$ cat src/rtl/vga_pkg.sv
// vga_pkg: default 640x480@60 timing, counter-width helper, colour expansion and
// the flag bundle carried down the display pipeline.
// Optional feature macro: VGA_TESTPAT_EN (carries the colour-bar index in the flags).
package vga_pkg;

  localparam int unsigned DefHActive = 640;
  localparam int unsigned DefHFp     = 16;
  localparam int unsigned DefHSync   = 96;
  localparam int unsigned DefHBp     = 48;
  localparam int unsigned DefVActive = 480;
  localparam int unsigned DefVFp     = 10;
  localparam int unsigned DefVSync   = 2;
  localparam int unsigned DefVBp     = 33;

  // Widest colour channel the expansion helper supports.
  localparam int unsigned MaxColorW = 16;

  typedef struct packed {
`ifdef VGA_TESTPAT_EN
    logic [2:0] bar;
`endif
    logic       vis;
    logic       hs;
    logic       vs;
    logic       line;
    logic       frame;
  } vga_flags_t;

  // Counter width for n states; never below one bit.
  function automatic int unsigned cnt_w(input int unsigned n);
    return (n <= 1) ? 1 : $clog2(n);
  endfunction

  // Replicate an in_w-bit channel MSB-first into out_w bits (right-aligned result).
  function automatic logic [MaxColorW-1:0] expand_ch(input logic [MaxColorW-1:0] v,
                                                      input int in_w, input int out_w);
    logic [MaxColorW-1:0] res;
    res = '0;
    for (int i = 0; i < int'(MaxColorW); i++) begin
      if (i < out_w) begin
        res[4'(out_w - 1 - i)] = v[4'(in_w - 1 - (i % in_w))];
      end
    end
    return res;
  endfunction

  // Colour bar order: white, yellow, cyan, green, magenta, red, blue, black ({R,G,B}).
  function automatic logic [2:0] bar_rgb(input logic [2:0] bar);
    logic [2:0] rgb;
    case (bar)
      3'd0:    rgb = 3'b111;
      3'd1:    rgb = 3'b110;
      3'd2:    rgb = 3'b011;
      3'd3:    rgb = 3'b010;
      3'd4:    rgb = 3'b101;
      3'd5:    rgb = 3'b100;
      3'd6:    rgb = 3'b001;
      default: rgb = 3'b000;
    endcase
    return rgb;
  endfunction

endpackage

$ cat src/rtl/vga_scan_counter.sv
// vga_scan_counter: x/y raster counters with clock enable and wrap, plus the registered
// stage-0 decode (request address and region flags) for the current position.
// Optional feature macro: VGA_TESTPAT_EN (adds the colour-bar index output).
module vga_scan_counter import vga_pkg::*; #(
  parameter int unsigned H_ACTIVE = DefHActive,
  parameter int unsigned H_FP     = DefHFp,
  parameter int unsigned H_SYNC   = DefHSync,
  parameter int unsigned H_BP     = DefHBp,
  parameter int unsigned V_ACTIVE = DefVActive,
  parameter int unsigned V_FP     = DefVFp,
  parameter int unsigned V_SYNC   = DefVSync,
  parameter int unsigned V_BP     = DefVBp
) (
  input  logic                         pclk,
  input  logic                         reset,
  input  logic                         en,
  output logic                         req,
  output logic [cnt_w(H_ACTIVE)-1:0]   h_addr,
  output logic [cnt_w(V_ACTIVE)-1:0]   v_addr,
`ifdef VGA_TESTPAT_EN
  output logic [2:0]                   bar,
`endif
  output logic                         vis,
  output logic                         hs,
  output logic                         vs,
  output logic                         line,
  output logic                         frame
);

  localparam int unsigned H_TOTAL = H_ACTIVE + H_FP + H_SYNC + H_BP;
  localparam int unsigned V_TOTAL = V_ACTIVE + V_FP + V_SYNC + V_BP;
  localparam int unsigned XW  = cnt_w(H_TOTAL);
  localparam int unsigned YW  = cnt_w(V_TOTAL);
  localparam int unsigned HAW = cnt_w(H_ACTIVE);
  localparam int unsigned VAW = cnt_w(V_ACTIVE);

  // Bounds use one extra bit so an end bound equal to the total still fits.
  typedef logic [XW:0] xe_t;
  typedef logic [YW:0] ye_t;
  localparam xe_t XLast  = xe_t'(H_TOTAL - 1);
  localparam xe_t XAct   = xe_t'(H_ACTIVE);
  localparam xe_t XSync0 = xe_t'(H_ACTIVE + H_FP);
  localparam xe_t XSync1 = xe_t'(H_ACTIVE + H_FP + H_SYNC);
  localparam ye_t YLast  = ye_t'(V_TOTAL - 1);
  localparam ye_t YAct   = ye_t'(V_ACTIVE);
  localparam ye_t YSync0 = ye_t'(V_ACTIVE + V_FP);
  localparam ye_t YSync1 = ye_t'(V_ACTIVE + V_FP + V_SYNC);

  logic [XW-1:0] x_q, x_d;
  logic [YW-1:0] y_q, y_d;
  xe_t           xe;
  ye_t           ye;
  logic          vis_d, hs_d, vs_d;

  assign xe    = {1'b0, x_q};
  assign ye    = {1'b0, y_q};
  assign vis_d = (xe < XAct) && (ye < YAct);
  assign hs_d  = (xe >= XSync0) && (xe < XSync1);
  assign vs_d  = (ye >= YSync0) && (ye < YSync1);

`ifdef VGA_TESTPAT_EN
  localparam int unsigned BarW = (H_ACTIVE / 8 == 0) ? 1 : H_ACTIVE / 8;
  logic [XW-1:0] bar_raw;
  logic [2:0]    bar_d;
  assign bar_raw = x_q / XW'(BarW);
  assign bar_d   = (bar_raw > XW'(7)) ? 3'd7 : bar_raw[2:0];
`endif

  // Next raster position: x wraps at the line end, y steps only on that wrap.
  always_comb begin
    x_d = x_q + 1'b1;
    y_d = y_q;
    if (xe == XLast) begin
      x_d = '0;
      y_d = (ye == YLast) ? '0 : y_q + 1'b1;
    end
  end

  // Counters and stage-0 registers; everything holds while en is low.
  always_ff @(posedge pclk) begin
    if (!reset) begin
      x_q    <= '0;
      y_q    <= '0;
      req    <= 1'b0;
      h_addr <= '0;
      v_addr <= '0;
      vis    <= 1'b0;
      hs     <= 1'b0;
      vs     <= 1'b0;
      line   <= 1'b0;
      frame  <= 1'b0;
`ifdef VGA_TESTPAT_EN
      bar    <= '0;
`endif
    end else if (en) begin
      x_q    <= x_d;
      y_q    <= y_d;
      req    <= vis_d;
      h_addr <= vis_d ? x_q[HAW-1:0] : '0;
      v_addr <= vis_d ? y_q[VAW-1:0] : '0;
      vis    <= vis_d;
      hs     <= hs_d;
      vs     <= vs_d;
      line   <= vis_d && (x_q == '0);
      frame  <= (x_q == '0) && (y_q == '0);
`ifdef VGA_TESTPAT_EN
      bar    <= bar_d;
`endif
    end
  end

endmodule

$ cat src/rtl/vga_timing_gen.sv
// vga_timing_gen: parametrised VGA raster scan with look-ahead pixel requests, a flag
// delay line matching the upstream read latency, colour expansion and registered outputs.
// Optional feature macro: VGA_TESTPAT_EN (adds test_mode input selecting colour bars).
module vga_timing_gen import vga_pkg::*; #(
  parameter int unsigned H_ACTIVE = DefHActive,
  parameter int unsigned H_FP     = DefHFp,
  parameter int unsigned H_SYNC   = DefHSync,
  parameter int unsigned H_BP     = DefHBp,
  parameter int unsigned V_ACTIVE = DefVActive,
  parameter int unsigned V_FP     = DefVFp,
  parameter int unsigned V_SYNC   = DefVSync,
  parameter int unsigned V_BP     = DefVBp,
  parameter logic        HS_POL   = 1'b0,
  parameter logic        VS_POL   = 1'b0,
  parameter int unsigned IN_CH_W  = 4,
  parameter int unsigned COLOR_W  = 8,
  parameter int unsigned RD_LAT   = 1
) (
  input  logic                       pclk,
  input  logic                       reset,
  input  logic                       en,
`ifdef VGA_TESTPAT_EN
  input  logic                       test_mode,
`endif
  input  logic [3*IN_CH_W-1:0]       vga_data,
  output logic                       req,
  output logic [cnt_w(H_ACTIVE)-1:0] h_addr,
  output logic [cnt_w(V_ACTIVE)-1:0] v_addr,
  output logic                       hsync,
  output logic                       vsync,
  output logic                       valid,
  output logic [COLOR_W-1:0]         vga_r,
  output logic [COLOR_W-1:0]         vga_g,
  output logic [COLOR_W-1:0]         vga_b,
  output logic                       line_start,
  output logic                       frame_start
);

  logic       s0_vis, s0_hs, s0_vs, s0_line, s0_frame;
`ifdef VGA_TESTPAT_EN
  logic [2:0] s0_bar;
`endif
  vga_flags_t s0;
  vga_flags_t flags_dly;

  vga_scan_counter #(
    .H_ACTIVE (H_ACTIVE),
    .H_FP     (H_FP),
    .H_SYNC   (H_SYNC),
    .H_BP     (H_BP),
    .V_ACTIVE (V_ACTIVE),
    .V_FP     (V_FP),
    .V_SYNC   (V_SYNC),
    .V_BP     (V_BP)
  ) u_scan (
    .pclk   (pclk),
    .reset  (reset),
    .en     (en),
    .req    (req),
    .h_addr (h_addr),
    .v_addr (v_addr),
`ifdef VGA_TESTPAT_EN
    .bar    (s0_bar),
`endif
    .vis    (s0_vis),
    .hs     (s0_hs),
    .vs     (s0_vs),
    .line   (s0_line),
    .frame  (s0_frame)
  );

  // Bundle the stage-0 flags for the delay line.
  always_comb begin
    s0       = '0;
    s0.vis   = s0_vis;
    s0.hs    = s0_hs;
    s0.vs    = s0_vs;
    s0.line  = s0_line;
    s0.frame = s0_frame;
`ifdef VGA_TESTPAT_EN
    s0.bar   = s0_bar;
`endif
  end

  if (RD_LAT == 0) begin : g_no_lat
    assign flags_dly = s0;
  end else begin : g_lat
    vga_flags_t dly_q [RD_LAT];

    // Hold the flags back until the matching pixel data arrives from upstream.
    always_ff @(posedge pclk) begin
      if (!reset) begin
        for (int i = 0; i < int'(RD_LAT); i++) dly_q[i] <= '0;
      end else if (en) begin
        dly_q[0] <= s0;
        for (int i = 1; i < int'(RD_LAT); i++) dly_q[i] <= dly_q[i-1];
      end
    end

    assign flags_dly = dly_q[RD_LAT-1];
  end

  logic [COLOR_W-1:0] r_nxt, g_nxt, b_nxt;
`ifdef VGA_TESTPAT_EN
  logic [2:0]         bar_c;
`endif

  // Expanded colour for the pixel whose data is on vga_data this cycle.
  always_comb begin
    r_nxt = COLOR_W'(expand_ch(MaxColorW'(vga_data[3*IN_CH_W-1 -: IN_CH_W]), IN_CH_W, COLOR_W));
    g_nxt = COLOR_W'(expand_ch(MaxColorW'(vga_data[2*IN_CH_W-1 -: IN_CH_W]), IN_CH_W, COLOR_W));
    b_nxt = COLOR_W'(expand_ch(MaxColorW'(vga_data[IN_CH_W-1:0]), IN_CH_W, COLOR_W));
`ifdef VGA_TESTPAT_EN
    bar_c = bar_rgb(flags_dly.bar);
    if (test_mode) begin
      r_nxt = {COLOR_W{bar_c[2]}};
      g_nxt = {COLOR_W{bar_c[1]}};
      b_nxt = {COLOR_W{bar_c[0]}};
    end
`endif
  end

  // Output stage: sync, blank and colour registered together so they stay aligned.
  always_ff @(posedge pclk) begin
    if (!reset) begin
      valid       <= 1'b0;
      hsync       <= ~HS_POL;
      vsync       <= ~VS_POL;
      line_start  <= 1'b0;
      frame_start <= 1'b0;
      vga_r       <= '0;
      vga_g       <= '0;
      vga_b       <= '0;
    end else if (en) begin
      valid       <= flags_dly.vis;
      hsync       <= flags_dly.hs ? HS_POL : ~HS_POL;
      vsync       <= flags_dly.vs ? VS_POL : ~VS_POL;
      line_start  <= flags_dly.line;
      frame_start <= flags_dly.frame;
      vga_r       <= flags_dly.vis ? r_nxt : '0;
      vga_g       <= flags_dly.vis ? g_nxt : '0;
      vga_b       <= flags_dly.vis ? b_nxt : '0;
    end
  end

endmodule

$ cat config.mk
export PLATFORM = sky130hd
export DESIGN_NAME = vga_timing_gen
export DESIGN_NICKNAME = d
export VERILOG_FILES = /design/src/rtl/vga_pkg.sv /design/src/rtl/vga_scan_counter.sv /design/src/rtl/vga_timing_gen.sv
export SDC_FILE = /design/constraint.sdc
export NUM_CORES = 1
export LEC_CHECK = 0
export CAP_MARGIN = 25
export CELL_PAD_IN_SITES_DETAIL_PLACEMENT = 1
export CELL_PAD_IN_SITES_GLOBAL_PLACEMENT = 2
export CORE_MARGIN = 4
export CORE_UTILIZATION = 32
export CTS_CLUSTER_DIAMETER = 200
export DETAILED_ROUTE_END_ITERATION = 8
export PLACE_DENSITY_LB_ADDON = 0.1
export SLEW_MARGIN = 20
export SYNTH_ARGS = -nofsm -noshare
export SYNTH_HDL_FRONTEND = slang
export SYNTH_SLANG_ARGS = --single-unit
$ cat constraint.sdc
create_clock -name pclk -period 2.5 [get_ports pclk]
set_input_delay 0.375 -clock pclk [delete_from_list [all_inputs] [get_ports pclk]]
set_output_delay 0.375 -clock pclk [all_outputs]
set_load 0.01 [all_outputs]
==> reports/metrics.cfg, run 1 <==
[timing]
fmax_mhz=499
slew_headroom=0.595
period_minus_slack_ns=2.00
report.final.slew_viol_count=0
finalHoldWorstSlack_ns=0.462
final_hold_viol_count=0
worst_pin_slew_ns=0.603
setup_slack_ns=0.498
rsz0062_at_grt=no
final-setup-viol-count=0
final.setup_skew_ns=0.00724
finalCritPeriodShare=0.801
finalSetupTns_ns=0

[drt]
wl_per_cell_um=16.1
drc=0
dr.pass1.iters=3
antenna_left=0
wirelength_um=7050
num_vias=2187
drt_iter0_markers=49
viasPerCell=4.99

[worst_setup_path]
crit_path_cell_trace=nor4b_4 -> nand4_2 -> o21ai_1 -> a311oi_1
timing.critical_path.buf_inv=0
critPathTopFamily=compound AO/OA/AOI/OAI gates
critPathKind=flop to flop
cp.arrival_ns=2.20
cp_slowest_cell=o21ai_1
end_kind=flop
cpPeakStageDelay_ns=0.58
critPathLaunchType=flop
cp_data_required_time_ns=2.69
cp_max_fo=9

[pwr]
p_leak_nw=1.40
ir_worst_vdd_mv=0.316
clkPwrFrac=0.489
power.switching_mw=0.511
switching_share=0.211
power.share.sequential=0.453
p_int_mw=1.91
fin_total_pwr_mw=2.43
p_comb_frac=0.059
power_density_nw_per_um2=662

[logic_synthesis]
synth_edf_count=5
synth_area_um2=2710
ys.flop_type=dfxtp_1
synth.most_common_cell=dfxtp_1
synth_area_leaders=dfxtp_1, a22o_1, edfxtp_1
synth_top_area_frac=0.451
synthArstFlopShare=0
syn-mean-instance-area_um2=9.88
synth_cell_type_count=41
syn_nets=293
netlist_instances=274
synth_seq_cells=66
synthTopCellsByCount=dfxtp_1, a22o_1, nand2_1
synth.largest_area_cell=dfxtp_1
yosysSeqAreaShare=0.506
synth_warnings=0

[cells_and_area]
fin_cells=438
drive_above_1_share=0.0991
insertedDiodeCount=0
syn_to_final_growth_pct=35.4
layout.nets=347
fin_util=0.446
design_area_um2=3660

[global_route]
grt_pass1_vias=2272
grt-ovfl-total=0
grt_pass1_wl_um=11700
antenna_found_initial=0
grt_max_degree=30
track_usage=0.150

[clocking]
clk_pin_slew_ns=0.08
cts_hold_buf=0
clock_latency_ns=0.34
cts.repair.resized=0
cts_inserted_buffers=9
post-cts-setup-buffers=0
cts_sinks=66
clockRootBuffer=clkbuf_8
clock_path_buffers=2
cts_max_level=3
tritoncts=yes

[floorplanning]
die_w_um=100
start_util=0.330
rows=33
die_area_um2=10000
die_h_um=100
coreArea_um2=8220
io_pins=64

[hold_path]
hold_class=flop to flop

[outcome]
status=finished, final reports clean

[place]
portBuffers=63
postPlaceCellArea_um2=3390
dp_slack_ns=0.353
dp_hpwl_um=5060
dp.cells=422
gp_congestion=0.792

[flow_run]
maxCapViolations=0

power groups by stage:
stage	clock, mW	sequential (mW)	combinational, mW
6_report	1.19	1.10	0.142
5_1_grt	1.27	1.10	0.156
4_1_cts	1.22	1.10	0.145
3_5_place_dp	0	1.12	0.145
3_3_place_gp	0	1.12	0.143
2_1_floorplan	0	1.12	0.0643
layer usage:
layer / vias to the layer above / wire length (µm) / GRT usage / part of all wire
li1: 1076 / - / - / -
met1: 1064 / 3360 / 0.199 / 0.48
met2: 39 / 3310 / 0.237 / 0.47
met5: - / 0 / 0 / 0
met3: 8 / 276 / 0.0306 / 0.039
met4: 0 / 99 / 0.0684 / 0.014
cells by family after synthesis:
group	after synthesis	synth area share
AND/OR/NAND/NOR	93	0.199
flip-flops	66	0.506
adder cells (fa/ha/maj)	4	0.0185
buffers and inverters	40	0.0790
XOR/XNOR	8	0.0259
multiplexers	3	0.0111
AO/OA/AOI/OAI	60	0.160
worst min-delay path, delay by kind of cell, from the launching register on:
kind             cells  cell delay, ns
AO/OA/AOI/OAI        1            0.06
flip-flops           1            0.33
AND/OR/NAND/NOR      1            0.04
cell usage in the layout (no fill, tap or decap), drive strengths merged, types with 2 or more instances in the layout:
| cell type | synthesis | layout |
|---|---|---|
| a22o | 26 | 26 |
| a21boi | 4 | 4 |
| o21ai | 13 | 13 |
| or3 | 3 | 3 |
| nor4 | 2 | 2 |
| a21oi | 8 | 8 |
| ha | 4 | 4 |
| inv | 7 | 7 |
| clkinv | 0 | 2 |
| xnor2 | 5 | 5 |
| or4 | 3 | 3 |
| and3 | 13 | 13 |
| bufinv | 0 | 3 |
| dfxtp | 61 | 61 |
| clkdlybuf4s50 | 0 | 63 |
| nor3 | 3 | 3 |
| nor2b | 5 | 5 |
| xor2 | 3 | 3 |
| nand2b | 3 | 3 |
| and2 | 6 | 6 |
| nor2 | 8 | 8 |
| buf | 20 | 13 |
| edfxtp | 5 | 5 |
| nand3 | 11 | 11 |
| nand2 | 20 | 20 |
| mux2i | 3 | 3 |
| clkbuf | 13 | 11 |
| o31ai | 3 | 3 |
| nor4b | 4 | 4 |
| nand4 | 7 | 7 |
| and4 | 3 | 3 |
worst paths after layout:
| path | startpoint | endpoint | slack, ns | depth (start not counted) |
|---|---|---|---|---|
| setup / recovery | u_scan.x_q[9] | u_scan.y_q[5] | 0.50 | 4 |
| setup reg to reg | u_scan.x_q[9] | u_scan.y_q[5] | 0.50 | 4 |
| hold reg to reg | u_scan.v_addr[0] | u_scan.v_addr[0] | 0.46 | 2 |
| hold / removal | u_scan.v_addr[0] | u_scan.v_addr[0] | 0.46 | 2 |
cell type report:
type | instances | area [µm²]
fill | 910 | 4550
multi-input combinational | 168 | 1120
clock inverter | 5 | 108
timing repair buffer | 76 | 741
tap | 105 | 131
clock buffer | 11 | 163
sequential | 66 | 1370
inverter | 7 | 26.3
sequential cells by signal (all words and copies together), names as in the netlist, 4 cells and up:
name / count
u_scan.h_addr: 10
u_scan.x_q: 10
u_scan.y_q: 10
u_scan.v_addr: 9
g_lat.dly_q: 5
vga_b: 4
vga_g: 4
vga_r: 4
(Power assumes the default switching activity.)
==> run 2, diff against run 1 <==
- CORE_UTILIZATION: 32 -> 30
- clock period: 2.5 -> 1.9 ns (I/O delays scaled with it)
==> reports/metrics.cfg, run 2 (synthesis results as in run 1) <==
[outcome]
status=finished, final reports clean

[global_route]
grt_pass1_vias=2224
grt-ovfl-total=0
track_usage=0.137
grt_max_degree=27
grt_util_met3=0.0277
grt_pass1_wl_um=11200
met1_usage=0.175
busiest_layer=met2
use_met2=0.220
antenna_found_initial=0

[clocking]
clock_path_buffers=2
clk_pin_slew_ns=0.07
cts_max_level=3
tritoncts=yes
post-cts-setup-buffers=0
clockRootBuffer=clkbuf_8
cts_sinks=66
cts_hold_buf=0
cts_inserted_buffers=9
cts.repair.resized=0
clock_latency_ns=0.34

[timing]
period_minus_slack_ns=1.73
finalHoldWorstSlack_ns=0.452
slew_headroom=0.737
setup_slack_ns=0.169
final_hold_viol_count=0
fmax_mhz=578
worst_pin_slew_ns=0.393
final-setup-viol-count=0
final.setup_skew_ns=0.00546
report.final.slew_viol_count=0
finalCritPeriodShare=0.911
rsz0062_at_grt=no
finalSetupTns_ns=0

[place]
dp_hpwl_um=5090
dp_slack_ns=-0.0654
portBuffers=63
gp_congestion=0.724

[pwr]
power_density_nw_per_um2=781
fin_total_pwr_mw=2.95
p_leak_nw=1.46
ir_worst_vdd_mv=0.314

[drt]
drt_iter0_markers=56
viasPerCell=4.90
antenna_left=0
drc=0
num_vias=2229
wl_per_cell_um=15.1
dr.pass1.iters=3
wirelength_um=6880

[floorplanning]
io_pins=64
start_util=0.309
rows=34
die_h_um=103
coreArea_um2=8760
die_area_um2=10600
die_w_um=103

[worst_setup_path]
cpPeakStageDelay_ns=0.53
cp.arrival_ns=2.00
crit_path_cell_trace=ha_1 -> and2_1 -> nand4_4 -> or4_1 -> a21oi_1
critPathKind=flop to flop
cp_data_required_time_ns=2.17
cp_max_fo=6
end_kind=flop
critPathLaunchType=flop
cp_slowest_cell=or4_1

[cells_and_area]
insertedDiodeCount=0
reg_top3=u_scan.h_addr x10, u_scan.x_q x10, u_scan.y_q x10
layout.nets=361
fin_util=0.431
layout_commonest_cell=clkdlybuf4s50_1
drive_above_1_share=0.135
syn_to_final_growth_pct=39.4
final_cell_mix=clkdlybuf4s50_1, dfxtp_1, a22o_1, buf_4, nand2_1

[flow_run]
maxCapViolations=0

[hold_path]
hold_class=flop to flop

[run 2: critical path: cells and delay by family (launching register included)]
family / cells / cell delay (ns)
adder cells (fa/ha/maj): 1 / 0.22
AO/OA/AOI/OAI: 1 / 0.16
flip-flops: 1 / 0.40
AND/OR/NAND/NOR: 3 / 0.88
[run 2: worst paths after layout]
path | from | end | slack [ns] | cells after the start
worst max register to register | u_scan.x_q[0] | u_scan.y_q[8] | 0.17 | 5
worst min register to register | u_scan.h_addr[0] | u_scan.h_addr[0] | 0.45 | 2
worst min-delay path | u_scan.h_addr[0] | u_scan.h_addr[0] | 0.45 | 2
worst max-delay path | u_scan.x_q[0] | u_scan.y_q[8] | 0.17 | 5
[run 2: cell type report]
type | count | area [µm²]
fill | 1022 | 4990
multi-input combinational | 168 | 1140
sequential | 66 | 1370
timing repair buffer | 90 | 883
tap | 108 | 135
inverter | 7 | 26.3
clock inverter | 5 | 77.6
clock buffer | 11 | 141
[run 2: report_power, final]
group	leakage (nW)	switching, mW	internal [mW]
clock network	0.109	0.539	0.771
registers	0.549	0.0151	1.43
logic	0.805	0.0888	0.108
[run 2: through the flow]
| step | instances | area (µm²) |
|---|---|---|
| 5_1_grt | 455 | 3770 |
| 6_report | 455 | 3770 |
| 3_3_place_gp | 439 | 3540 |
| 2_1_floorplan | 274 | 2710 |
| 4_1_cts | 455 | 3760 |
| 3_5_place_dp | 439 | 3540 |
[run 2: metal layers]
layer	vias to the layer above	wire length [µm]
li1	1105	-
met1	1063	3260
met2	51	3130
met3	10	348
met4	0	129
met5	-	0
